--- config.mk ---
export PLATFORM = sky130hd
export DESIGN_NAME = rv_fetch_buffer
export DESIGN_NICKNAME = d
export VERILOG_FILES = /design/src/rtl/rv_fetch_buffer.sv
export SDC_FILE = /design/constraint.sdc
export NUM_CORES = 1
export LEC_CHECK = 0
export BUFFER_PORTS_ARGS = -buffer_cell sky130_fd_sc_hd__buf_4
export CAP_MARGIN = 30
export CORE_ASPECT_RATIO = 0.5
export CORE_MARGIN = 10
export CORE_UTILIZATION = 45
export CTS_BUF_LIST = sky130_fd_sc_hd__clkbuf_4 sky130_fd_sc_hd__clkbuf_8
export CTS_CLUSTER_DIAMETER = 200
export DETAILED_ROUTE_END_ITERATION = 8
export MAX_ROUTING_LAYER = met4
export PLACE_DENSITY_LB_ADDON = 0.1
export SYNTH_ARGS = -nofsm -noshare
export SYNTH_HDL_FRONTEND = slang
export SYNTH_SLANG_ARGS = --single-unit
export TNS_END_PERCENT = 20
--- constraint.sdc ---
create_clock -name clk -period 4 [get_ports clk]
set_input_delay 0.4 -clock clk [delete_from_list [all_inputs] [get_ports clk]]
set_output_delay 0.4 -clock clk [all_outputs]
set_load 0.05 [all_outputs]
--- src/rtl/rv_fetch_buffer.sv ---
// Instruction prefetch queue: issues sequential fetches ahead of execution and buffers in-order
// responses as {pc, inst, fault}. Define RV_FETCH_BUFFER_BYPASS_EN for a same-cycle empty-queue bypass.
module rv_fetch_buffer #(
   parameter int unsigned      Width          = 32,
   parameter int unsigned      Depth          = 4,
   parameter int unsigned      MaxOutstanding = 2,
   parameter logic [Width-1:0] ResetVector    = '0
) (
   input  logic             clk,
   input  logic             rst,
   output logic             req_valid,
   input  logic             req_ready,
   output logic [Width-1:0] req_addr,
   input  logic             resp_valid,
   input  logic [Width-1:0] resp_data,
   input  logic             resp_fault,
   output logic             deq_valid,
   input  logic             deq_ready,
   output logic [Width-1:0] deq_pc,
   output logic [Width-1:0] deq_inst,
   output logic             deq_fault,
   input  logic             flush,
   input  logic [Width-1:0] flush_pc
);
   localparam int unsigned PW = $clog2(Depth);
   localparam int unsigned CW = PW + 1;
   localparam int unsigned OW = $clog2(MaxOutstanding + 1);
   localparam int unsigned IW = (MaxOutstanding > 1) ? $clog2(MaxOutstanding) : 1;
   localparam int unsigned SW = CW + OW;

   typedef struct packed {
      logic [Width-1:0] pc;
      logic [Width-1:0] inst;
      logic             fault;
   } entry_t;

   entry_t           mem [Depth];
   logic [PW-1:0]    rd_ptr, wr_ptr;
   logic [CW-1:0]    count;
   logic [Width-1:0] fetch_pc;
   logic [OW-1:0]    outstanding, discard;
   logic             stopped;

   // Addresses of accepted-but-unanswered requests, oldest at pc_rd.
   logic [Width-1:0] pc_q [MaxOutstanding];
   logic [IW-1:0]    pc_rd, pc_wr;

   logic             req_fire, resp_ok, resp_keep, push, pop, byp_take;
   logic [SW-1:0]    credit;
   entry_t           resp_entry, head, deq_src;
   logic             unused_flush_lsb;

   function automatic logic [IW-1:0] inc_ptr(input logic [IW-1:0] p);
      return (p == IW'(MaxOutstanding - 1)) ? '0 : p + IW'(1);
   endfunction

   // Every issued request already owns a queue slot, so a response can never overflow.
   assign credit    = SW'(count) + SW'(outstanding);
   assign req_valid = !rst && !flush && !stopped &&
                      (outstanding < OW'(MaxOutstanding)) && (credit < SW'(Depth));
   assign req_addr  = fetch_pc;
   assign req_fire  = req_valid && req_ready;

   assign resp_ok    = resp_valid && (outstanding != '0);
   assign resp_keep  = resp_ok && (discard == '0) && !flush;
   assign resp_entry = '{pc: pc_q[pc_rd], inst: resp_data, fault: resp_fault};
   assign head       = mem[rd_ptr];

`ifdef RV_FETCH_BUFFER_BYPASS_EN
   logic byp;
   assign byp       = resp_keep && (count == '0);
   assign byp_take  = byp && deq_ready;
   assign deq_valid = ((count != '0) || byp) && !flush;
   assign deq_src   = (count == '0) ? resp_entry : head;
`else
   assign byp_take  = 1'b0;
   assign deq_valid = (count != '0) && !flush;
   assign deq_src   = head;
`endif

   assign push = resp_keep && !byp_take;
   assign pop  = deq_valid && deq_ready && (count != '0);

   assign deq_pc    = deq_valid ? deq_src.pc    : '0;
   assign deq_inst  = deq_valid ? deq_src.inst  : '0;
   assign deq_fault = deq_valid ? deq_src.fault : 1'b0;

   assign unused_flush_lsb = ^flush_pc[1:0];

   always_ff @(posedge clk or posedge rst) begin
      if (rst) begin
         fetch_pc    <= ResetVector;
         outstanding <= '0;
         discard     <= '0;
         stopped     <= 1'b0;
         rd_ptr      <= '0;
         wr_ptr      <= '0;
         count       <= '0;
         pc_rd       <= '0;
         pc_wr       <= '0;
      end else begin
         outstanding <= outstanding + OW'(req_fire) - OW'(resp_ok);
         if (req_fire) begin
            fetch_pc <= fetch_pc + Width'(4);
            pc_wr    <= inc_ptr(pc_wr);
         end
         // Discarded responses still retire their in-flight PC to keep the queue aligned.
         if (resp_ok)
            pc_rd <= inc_ptr(pc_rd);
         if (flush) begin
            fetch_pc <= {flush_pc[Width-1:2], 2'b00};
            stopped  <= 1'b0;
            discard  <= outstanding - OW'(resp_ok);
            rd_ptr   <= '0;
            wr_ptr   <= '0;
            count    <= '0;
         end else begin
            if (resp_ok && (discard != '0))
               discard <= discard - OW'(1);
            if (resp_keep && resp_fault)
               stopped <= 1'b1;
            if (push)
               wr_ptr <= wr_ptr + PW'(1);
            if (pop)
               rd_ptr <= rd_ptr + PW'(1);
            count <= count + CW'(push) - CW'(pop);
         end
      end
   end

   always_ff @(posedge clk) begin
      if (push)
         mem[wr_ptr] <= resp_entry;
      if (req_fire)
         pc_q[pc_wr] <= fetch_pc;
   end

`ifndef SYNTHESIS
   a_resp_has_request: assert property (@(posedge clk) disable iff (rst)
      resp_valid |-> (outstanding != '0));
`endif

endmodule

* Word level (Yosys, flattened, before mapping) *
Memories as Yosys holds them, arrays and structs flattened.
Index checks and enable logic that the tools add are counted.

cells by class
  mux-type cells = 20
  $lt $le $gt $ge = 2
  add/sub/neg operators = 12
  reductions and logical operators = 25

operator list
  cell                   count
  $mux 32                4
  $add 32x3->32 const B  1
  $reduce_bool 2->1      7
  $logic_and 1x1->1      13
  $mux 2                 6
  $mux 1                 9
  $add 2x1->2 const B    2
  $add 3x2->4            1
  $lt 4x3->1 const B     1
  $sub 2x1->2            2
  $add 3x1->3            1
  $logic_not 1->1        3
  $mux 3                 1
  $reduce_bool 3->1      1
  $sub 3x1->3            1
  $add 1x1->1 const B    2
  $add 2x1->2            1
  $logic_not 2->1        1
  $lt 2x2->1 const B     1
  $sub 2x1->2 const B    1

storage, ports and cells
  memories kept = 2
  register bits = 46
  memory bits (writable) = 324
  word-level logic and storage cells = 70
  input bits = 71

memories
  name  words  bits a word  rd ports  clocked after memory_dff  write ports  RTL line  source
  mem   4      65           1         0                         1            37        entry_t mem [Depth];
  pc_q  2      32           1         0                         1            45        logic [Width-1:0] pc_q [MaxOutstanding];

* Depth between registers and ports, before layout *
Gate-level depths: netlist of run 1.

  depth after elaboration = 8
  depth in mapped cells = 12
  depth with buffers taken out = 12

* Least setup slack after synthesis of run 1 *
OpenSTA, ideal clock, no wires.

  path type = register to register
  start point = register count[1]
  end point = memory pc_q[0][10], enable pin
  arrival time = 2688 ps
  cell stages (with the launch flop) = 8
  setup slack = 896 ps
  setup time = 417 ps
  path buffers = 2
  path through = dfrtp_1 -> ha_1 -> nor4_1 -> and4_1 -> buf_4 -> inv_2 -> buf_2 -> nor2_1

on the way
  longest elaborated chain between the ends = 6

RTL lines
  element                       RTL line  source
  start, declared               39        logic [CW-1:0] count;
  start signal, assigned        126       count <= count + CW'(push) - CW'(pop);
  $add 3x2->4                   58        assign credit = SW'(count) + SW'(outstanding);
  $lt 4x3->1                    60        (outstanding < OW'(MaxOutstanding)) && (credit < SW'(Depth));
  $logic_and 1x1->1             60
  $logic_and 1x1->1             62        assign req_fire = req_valid && req_ready;
  $mux 1                        134       if (req_fire)
  $mux 1 (not written as such)  135       pc_q[pc_wr] <= fetch_pc;
  end, declared                 45

No other way between the ends.

* Worst setup path in the final report of run 1 *
  start point = register rd_ptr[0]
  end point = output deq_pc[31]

on the way
  longest elaborated chain between the ends = 2

RTL lines
  element                 RTL line  source
  start, declared         38        logic [PW-1:0] rd_ptr, wr_ptr;
  start signal, assigned  125       rd_ptr <= rd_ptr + PW'(1);
  $mem_v2 4x65            --
  $mux 32                 84        assign deq_pc = deq_valid ? deq_src.pc : '0;
  end, declared           19        output logic [Width-1:0] deq_pc,

No other way between the ends.

==> metrics.txt, run 1 <==
Longest Clk Path Bufs=3; Hold Crit Class=input pin to flip-flop; total number of yosys warnings=0; die footprint=roughly 40000 µm²; Final Routed Wirelength=32.5 mm; number of I/O port buffers=163; worst slew margin relative to its limit=between 50% and 60%; num ports=170; maximum clock skew at final layout=about 0.018 ns; P_leak=0.00619 µW; run status=complete, no violations; CTS sink cnt=between 300 and 400; die span in y=146 µm; placer congestion estimate=between 0.7 and 0.8; # diodes=0; CTS root buffer=sky130_fd_sc_hd__clkbuf_8; number of placement rows=46; pin count of the biggest net entering global routing=66; Critical path origin=rd_ptr[0]; area inside the core boundary=31600 µm²; CP Max Fanout=22; first-pass detailed-route iteration total=4; wire length of the first global-routing pass=roughly 50 mm; number of design rule violations left after detail routing=0; global route hottest layer=met2; H-Tree Level Count=2; max cap viols=0; Hold Fails Final Rpt=0; number of antenna violations at the first check in global routing=0; setup repair after global routing missed its margin=false; most used cells in the layout excluding fill and tap cells=sky130_fd_sc_hd__edfxtp_1, sky130_fd_sc_hd__buf_4, sky130_fd_sc_hd__and2_1; Area growth syn-to-layout=21.8%; cell area power density=567 nW/µm²; Max VDD drop=0.334 mV; average footprint of a synthesized cell=18.0 µm²; distinct cell type count after synthesis=52; Tot GR Track Use=16.7%; Fill cells=about 2600; drt initial violations=roughly 420; met2 Track Usage GR=between 20% and 30%; register area share after synthesis=72.8%; startpoint class of the critical path=flip-flop; CP Data Arrival Time=approximately 2.6 ns; EDFF count, synth=between 300 and 400; post-synth design cell area=14400 µm²; clock-pin slew reported for the worst setup and hold paths after clock tree synthesis=0.07 ns; die span in x=273 µm; PnR Total Power=9930 µW; Worst Setup End Kind=output pin; Seq cells post-synth=356; required arrival time at the worst endpoint=roughly 3.6 ns; setup fix buffers added after clock tree synthesis=0; via count of the routed design=a little under 8000; startpoint of the tightest hold check path=flush_pc[15]; routed wire length per instance=21.7 µm; post-synthesis async set-or-reset flop share=12.4%; main flop type after synthesis=sky130_fd_sc_hd__edfxtp_1; Max Transition Viols Final=0; total CTS buffers=51; total congestion overflow=0; post-DP HPWL=20.0 mm; starting density of the core=45.5%; clock tree from TritonCTS=yes; antenna-violating nets left=0; type of the setup path with the least slack=flip-flop to output pin; final critical-path share of the clock period=74.4%; CTS-repair resized insts=0; met1 track utilization from global routing=between 20% and 30%; Total Nets Final=1111; Slew @ Worst Pin=0.749 ns; layout cells sized above 1=34.7%; DR vias/cell=5.25; Setup violations, final=0; sum of negative setup slack=0 ns; Skew-Pair Late Insertion Delay=about 0.59 ns; met3 layer usage reported by global route=approximately 3.5%; Cells after Synth=800; most frequent standard cell in the layout excluding fill and tap cells=sky130_fd_sc_hd__edfxtp_1; FMAX=336 MHz; critical register-to-register path startpoint=outstanding[1]; number of global-route vias before repair=8485; clock period minus worst slack=2.97 ns
## sequential cells by signal, summed over array words and instances, names as in the netlist
name and cells:
count 3, discard 2, mem 252, outstanding 2, pc_q 60, pc_rd 1
pc_wr 1, rd_ptr 2, req_addr 30, stopped 1, wr_ptr 2
## metal layers
layer	up-vias	share of wire [%]
met5	-	0
met4	0	1.7
met3	50	4.7
met2	164	50
met1	4057	43
li1	3595	-
## layout make-up
| type | count | area, µm² | area share (%) |
|---|---|---|---|
| clock inverter | 16 | 67.6 | 0.386 |
| tap | 432 | 541 | 3.09 |
| multi-input combinational | 390 | 3680 | 21.0 |
| timing repair buffer | 213 | 1770 | 10.1 |
| sequential | 356 | 10500 | 59.8 |
| inverter | 15 | 56.3 | 0.322 |
| clock buffer | 75 | 907 | 5.18 |
## kinds of logic after synthesis
| family | count (synthesis) | synth area share, % |
|---|---|---|
| simple gates | 201 | 8.05 |
| xor+xnor | 10 | 0.609 |
| mux | 97 | 12.5 |
| fa+ha+maj | 13 | 1.18 |
| compound gates | 65 | 3.04 |
| buf+inv | 57 | 1.77 |
| other cells | 1 | 0.0261 |
| flops | 356 | 72.8 |
## synth_stat cells (6+ instances only)
cell type                  count  share of area, %
sky130_fd_sc_hd__edfxtp_1    312                65
sky130_fd_sc_hd__and2_1       72               3.1
sky130_fd_sc_hd__mux4_2       63               9.9
sky130_fd_sc_hd__dfrtp_1      44               7.7
sky130_fd_sc_hd__nand2_1      36              0.94
sky130_fd_sc_hd__mux2_2       31               2.4
sky130_fd_sc_hd__nor2_1       28              0.73
sky130_fd_sc_hd__o21ai_0      20              0.70
sky130_fd_sc_hd__nand3_1      19              0.66
sky130_fd_sc_hd__clkbuf_1     16              0.42
sky130_fd_sc_hd__inv_1        14              0.37
sky130_fd_sc_hd__ha_1         12               1.0
sky130_fd_sc_hd__buf_2        11              0.38
sky130_fd_sc_hd__a21oi_1      10              0.35
sky130_fd_sc_hd__buf_1         9              0.23
sky130_fd_sc_hd__nor3_1        9              0.31
sky130_fd_sc_hd__xnor2_1       8              0.49
sky130_fd_sc_hd__nand4_1       7              0.30
sky130_fd_sc_hd__o211ai_1      7              0.37
sky130_fd_sc_hd__a221o_1       6              0.42
## worst paths after layout
| check | slack [ns] | endpoint | depth (start not counted) |
|---|---|---|---|
| worst min register to register | 0.52 | pc_wr | 1 |
| worst max-delay path | 1.03 | deq_pc[31] | 4 |
| max in group asynchronous | 2.78 | rd_ptr[0] | 4 |
| min in group asynchronous | 0.40 | discard[0] | 3 |
| worst min-delay path | 0.04 | req_addr[15] | 3 |
| worst max register to register | 1.16 | outstanding[1] | 9 |
## critical path, stage by stage, from the launching register on
cell and delay [ns]:
sky130_fd_sc_hd__dfrtp_4 0.58, sky130_fd_sc_hd__buf_4 0.47, sky130_fd_sc_hd__mux4_2 0.56, sky130_fd_sc_hd__and2_1 0.18, sky130_fd_sc_hd__buf_4 0.20
## power by group
part / switching (µW) / internal (µW) / leakage (µW)
clock: 1330 / 1450 / 0.000518
combinational: 1530 / 1020 / 0.00232
sequential: 242 / 4360 / 0.00335
## per-stage QoR
stage / utilization, % / hold slack, ns / cells / instance area (µm²) / worst slack, ns
5_1_grt: 55.4 / 0.0253 / 1497 / 17500 / 0.830
3_5_place_dp: 51.2 / 0.462 / 1371 / 16200 / 1.00
6_report: 55.4 / 0.0419 / 1497 / 17500 / 1.03
4_1_cts: 55.4 / 0.00705 / 1497 / 17500 / 0.937
2_1_floorplan: - / 0.460 / 803 / 14400 / 0.896
3_3_place_gp: 51.2 / 0.465 / 1370 / 16200 / 1.02
## timing repair
action	in CTS	in global routing
hold endpoints to repair	147	0
setup endpoints to repair	0	0
hold buffers	35	0
(Power assumes the default switching activity.)
==> run 2, diff against run 1 <==
--- a/config.mk
+++ b/config.mk
@@ -5,6 +5,7 @@
 export SDC_FILE = /design/constraint.sdc
 export NUM_CORES = 1
 export LEC_CHECK = 0
+export ABC_AREA = 1
 export BUFFER_PORTS_ARGS = -buffer_cell sky130_fd_sc_hd__buf_4
 export CAP_MARGIN = 30
 export CORE_ASPECT_RATIO = 0.5
==> constraint.sdc (replaced) <==
create_clock -name clk -period 2.95 [get_ports clk]
set_input_delay 0.295 -clock clk [delete_from_list [all_inputs] [get_ports clk]]
set_output_delay 0.295 -clock clk [all_outputs]
set_load 0.05 [all_outputs]
==> run 2 against run 1 <==
  * Sequential cell count did not move
  * Die area rose by 3.5%
  * Utilization rose by 0.78 points
  * Clock skew rose by 0.0088 ns
==> metrics.txt, run 2 <==
post-route cell area=18500 µm²; first-pass detailed-route iteration total=4; clock period minus worst slack=roughly 2.6 ns; Max Transition Viols Final=0; max cap viols=0; Setup violations, final=0; post-synthesis async set-or-reset flop share=around 12%; critical-path cell list=nor2_1 > nand2_1 > nand2_2 > buf_6 > a21oi_1 > buf_4; register area share after synthesis=between 70% and 80%; Tot GR Track Use=17.9%; pin count of the biggest net entering global routing=89; post-synth design cell area=14900 µm²; number of global-route vias before repair=10406; parity-gate share of the synthesized area counting xor and xnor cells=less than 1%; max FFs per register=252; FMAX=389 MHz; Cells after Synth=1376; most common cell in the netlist=sky130_fd_sc_hd__edfxtp_1; sum of negative setup slack=0 ns; Slew @ Worst Pin=0.906 ns; Longest Clk Path Bufs=3; number of placement rows=47; average footprint of a synthesized cell=between 10 and 15 µm²; starting density of the core=45.4%; setup repair after global routing missed its margin=false; number of design rule violations left after detail routing=0; die span in y=149 µm; # diodes=0; combinational family with the most area after synthesis=simple AND/OR/NAND/NOR gates; Worst Setup End Kind=output pin; most used standard cells in the synthesized netlist=sky130_fd_sc_hd__edfxtp_1, sky130_fd_sc_hd__nor2_1, sky130_fd_sc_hd__nand2_1, sky130_fd_sc_hd__o21ai_0, sky130_fd_sc_hd__nand3_1; maximum clock skew at final layout=~0.027 ns; post-synthesis compound-gate area fraction=7.10%; antenna-violating nets left=0; final critical-path share of the clock period=87.2%; post-layout util=56.2%; library cell contributing the largest single delay on the critical path=sky130_fd_sc_hd__buf_6; die span in x=278 µm; clock tree from TritonCTS=yes; crit path setup slack, layout=0.377 ns; DR vias/cell=5.00; cell area power density=830 nW/µm²; post-DP HPWL=around 22 mm; post-place instance area=16800 µm²; Skew-Pair Late Insertion Delay=0.59 ns; most frequent standard cell in the layout excluding fill and tap cells=sky130_fd_sc_hd__edfxtp_1; type of the setup path with the least slack=flip-flop to output pin; total congestion overflow=0; CP Data Arrival Time=2.28 ns; distinct cell type count after synthesis=31; worst slew margin relative to its limit=just under 40%; fraction of post-synthesis cell area in the top cell type by area=between 60% and 70%; number of antenna violations at the first check in global routing=0; simple-gate area share of the yosys netlist=~17%; Worst path max stage delay=0.51 ns; drt initial violations=687; leading cell types by total area after synthesis=sky130_fd_sc_hd__edfxtp_1, sky130_fd_sc_hd__nor2_1, sky130_fd_sc_hd__dfrtp_1; most used cells in the layout excluding fill and tap cells=sky130_fd_sc_hd__edfxtp_1, sky130_fd_sc_hd__nor2_1, sky130_fd_sc_hd__nand2_1; CTS sink cnt=around 360; total number of yosys warnings=0; Area growth syn-to-layout=23.7%; main flop type after synthesis=sky130_fd_sc_hd__edfxtp_1; num ports=170; placer congestion estimate=0.832; run status=complete, no violations; total CTS buffers=53; clock-pin slew reported for the worst setup and hold paths after clock tree synthesis=about 0.070 ns; wire length of the first global-routing pass=roughly 57 mm; Seq cells post-synth=356; required arrival time at the worst endpoint=2.65 ns; CTS root buffer=sky130_fd_sc_hd__clkbuf_8; CP Max Fanout=64; Total Nets Final=1700; via count of the routed design=10466; Max VDD drop=approximately 0.43 mV; Final Routed Wirelength=36.7 mm; layout cells sized above 1=17.4%; routed wire length per instance=17.5 µm; die footprint=between 40000 and 50000 µm²; Setup Slack @ Placement=around 0.57 ns; EDFF count, synth=roughly 310; P_leak=between 0.007 and 0.008 µW; H-Tree Level Count=2; Hold Crit Class=input pin to flip-flop; Post-Synth Adder-Cell Area=1.14%; number of I/O port buffers=163; area inside the core boundary=32900 µm²; largest area contributor in the netlist=sky130_fd_sc_hd__edfxtp_1; Hold Fails Final Rpt=0; startpoint class of the critical path=flip-flop; share of cell area taken by muxes after synthesis=0.0670%; largest reg by FF count=mem
[run 2: changes by cell type in the layout (fill, tap and decap cells not counted), moves of 51 or more]
| cell | before | now |
|---|---|---|
| sky130_fd_sc_hd__o21ai_0 | 20 | 136 |
| sky130_fd_sc_hd__a21oi_1 | 10 | 64 |
| sky130_fd_sc_hd__nand2_1 | 36 | 262 |
| sky130_fd_sc_hd__mux4_2 | 63 | 0 |
| sky130_fd_sc_hd__nor2_1 | 26 | 303 |
| sky130_fd_sc_hd__nand3_1 | 19 | 70 |
| sky130_fd_sc_hd__and2_1 | 68 | 3 |
[run 2: per-layer routing]
metal / track usage [%] / routed length (µm) / vias to the layer above
met5: - / 0 / -
met4: 3.95 / 418 / 0
met3: 3.19 / 1720 / 41
met2: 29.9 / 18300 / 237
met1: 22.6 / 16300 / 5044
li1: - / - / 5144
[run 2: cell families (layout without fill, tap and decap cells)]
family	count (synthesis)	count (layout)
compound gates	208	208
simple gates	652	652
fa+ha+maj	13	13
other cells	1	4
flops	356	356
buf+inv	134	408
xor+xnor	11	11
mux	1	1
[run 2: power by group]
group          internal (µW)  switching [µW]  total, µW
logic                   1350            3580       4930
registers               6050             273       6330
clock network           2230            1840       4070
total                   9640            5690      15300
[run 2: area by class of cell]
cell class / instances / area, µm²
Clock buffer: 74 / 906
Sequential cell: 356 / 10500
Tap cell: 441 / 552
Fill cell: 2759 / 14400
Multi-Input combinational cell: 889 / 3950
Inverter: 65 / 245
Timing Repair Buffer: 251 / 2190
Clock inverter: 18 / 156
[run 2: worst paths after layout]
| kind | slack (ns) | depth (start not counted) | end | start |
|---|---|---|---|---|
| max | 0.38 | 6 | deq_pc[2] | count[1] |
| min reg2reg | 0.56 | 2 | discard[1] | discard[1] |
| min | 0.13 | 3 | pc_rd | resp_valid |
| max in group asynchronous | 2.06 | 4 | rd_ptr[0] | rst |
| max reg2reg | 0.55 | 10 | count[2] | outstanding[1] |
| min in group asynchronous | 0.44 | 4 | count[0] | rst |
[run 2: stage by stage]
step                      hold WS [ns]  instances  power, µW
after floorplan                  0.394       1379       9660
after global placement           0.496       1938      11200
after detailed placement         0.498       1938      11300
after CTS                       0.0909       2094      15500
after global routing             0.110       2094      16200
final                            0.126       2094      15300
[run 2: what timing repair did]
item,4_1_cts,5_1_grt
hold buffers,64,0
hold endpoints to repair,207,0
setup endpoints to repair,0,1
setup buffers,0,0
gates resized for setup,0,1
[run 2: critical path, delay by kind of cell (launching register included)]
| family | cells | cell delay, ns |
|---|---|---|
| AND/OR/NAND/NOR | 3 | 0.30 |
| flip-flops | 1 | 0.44 |
| AO/OA/AOI/OAI | 1 | 0.17 |
| buffers and inverters | 2 | 0.75 |
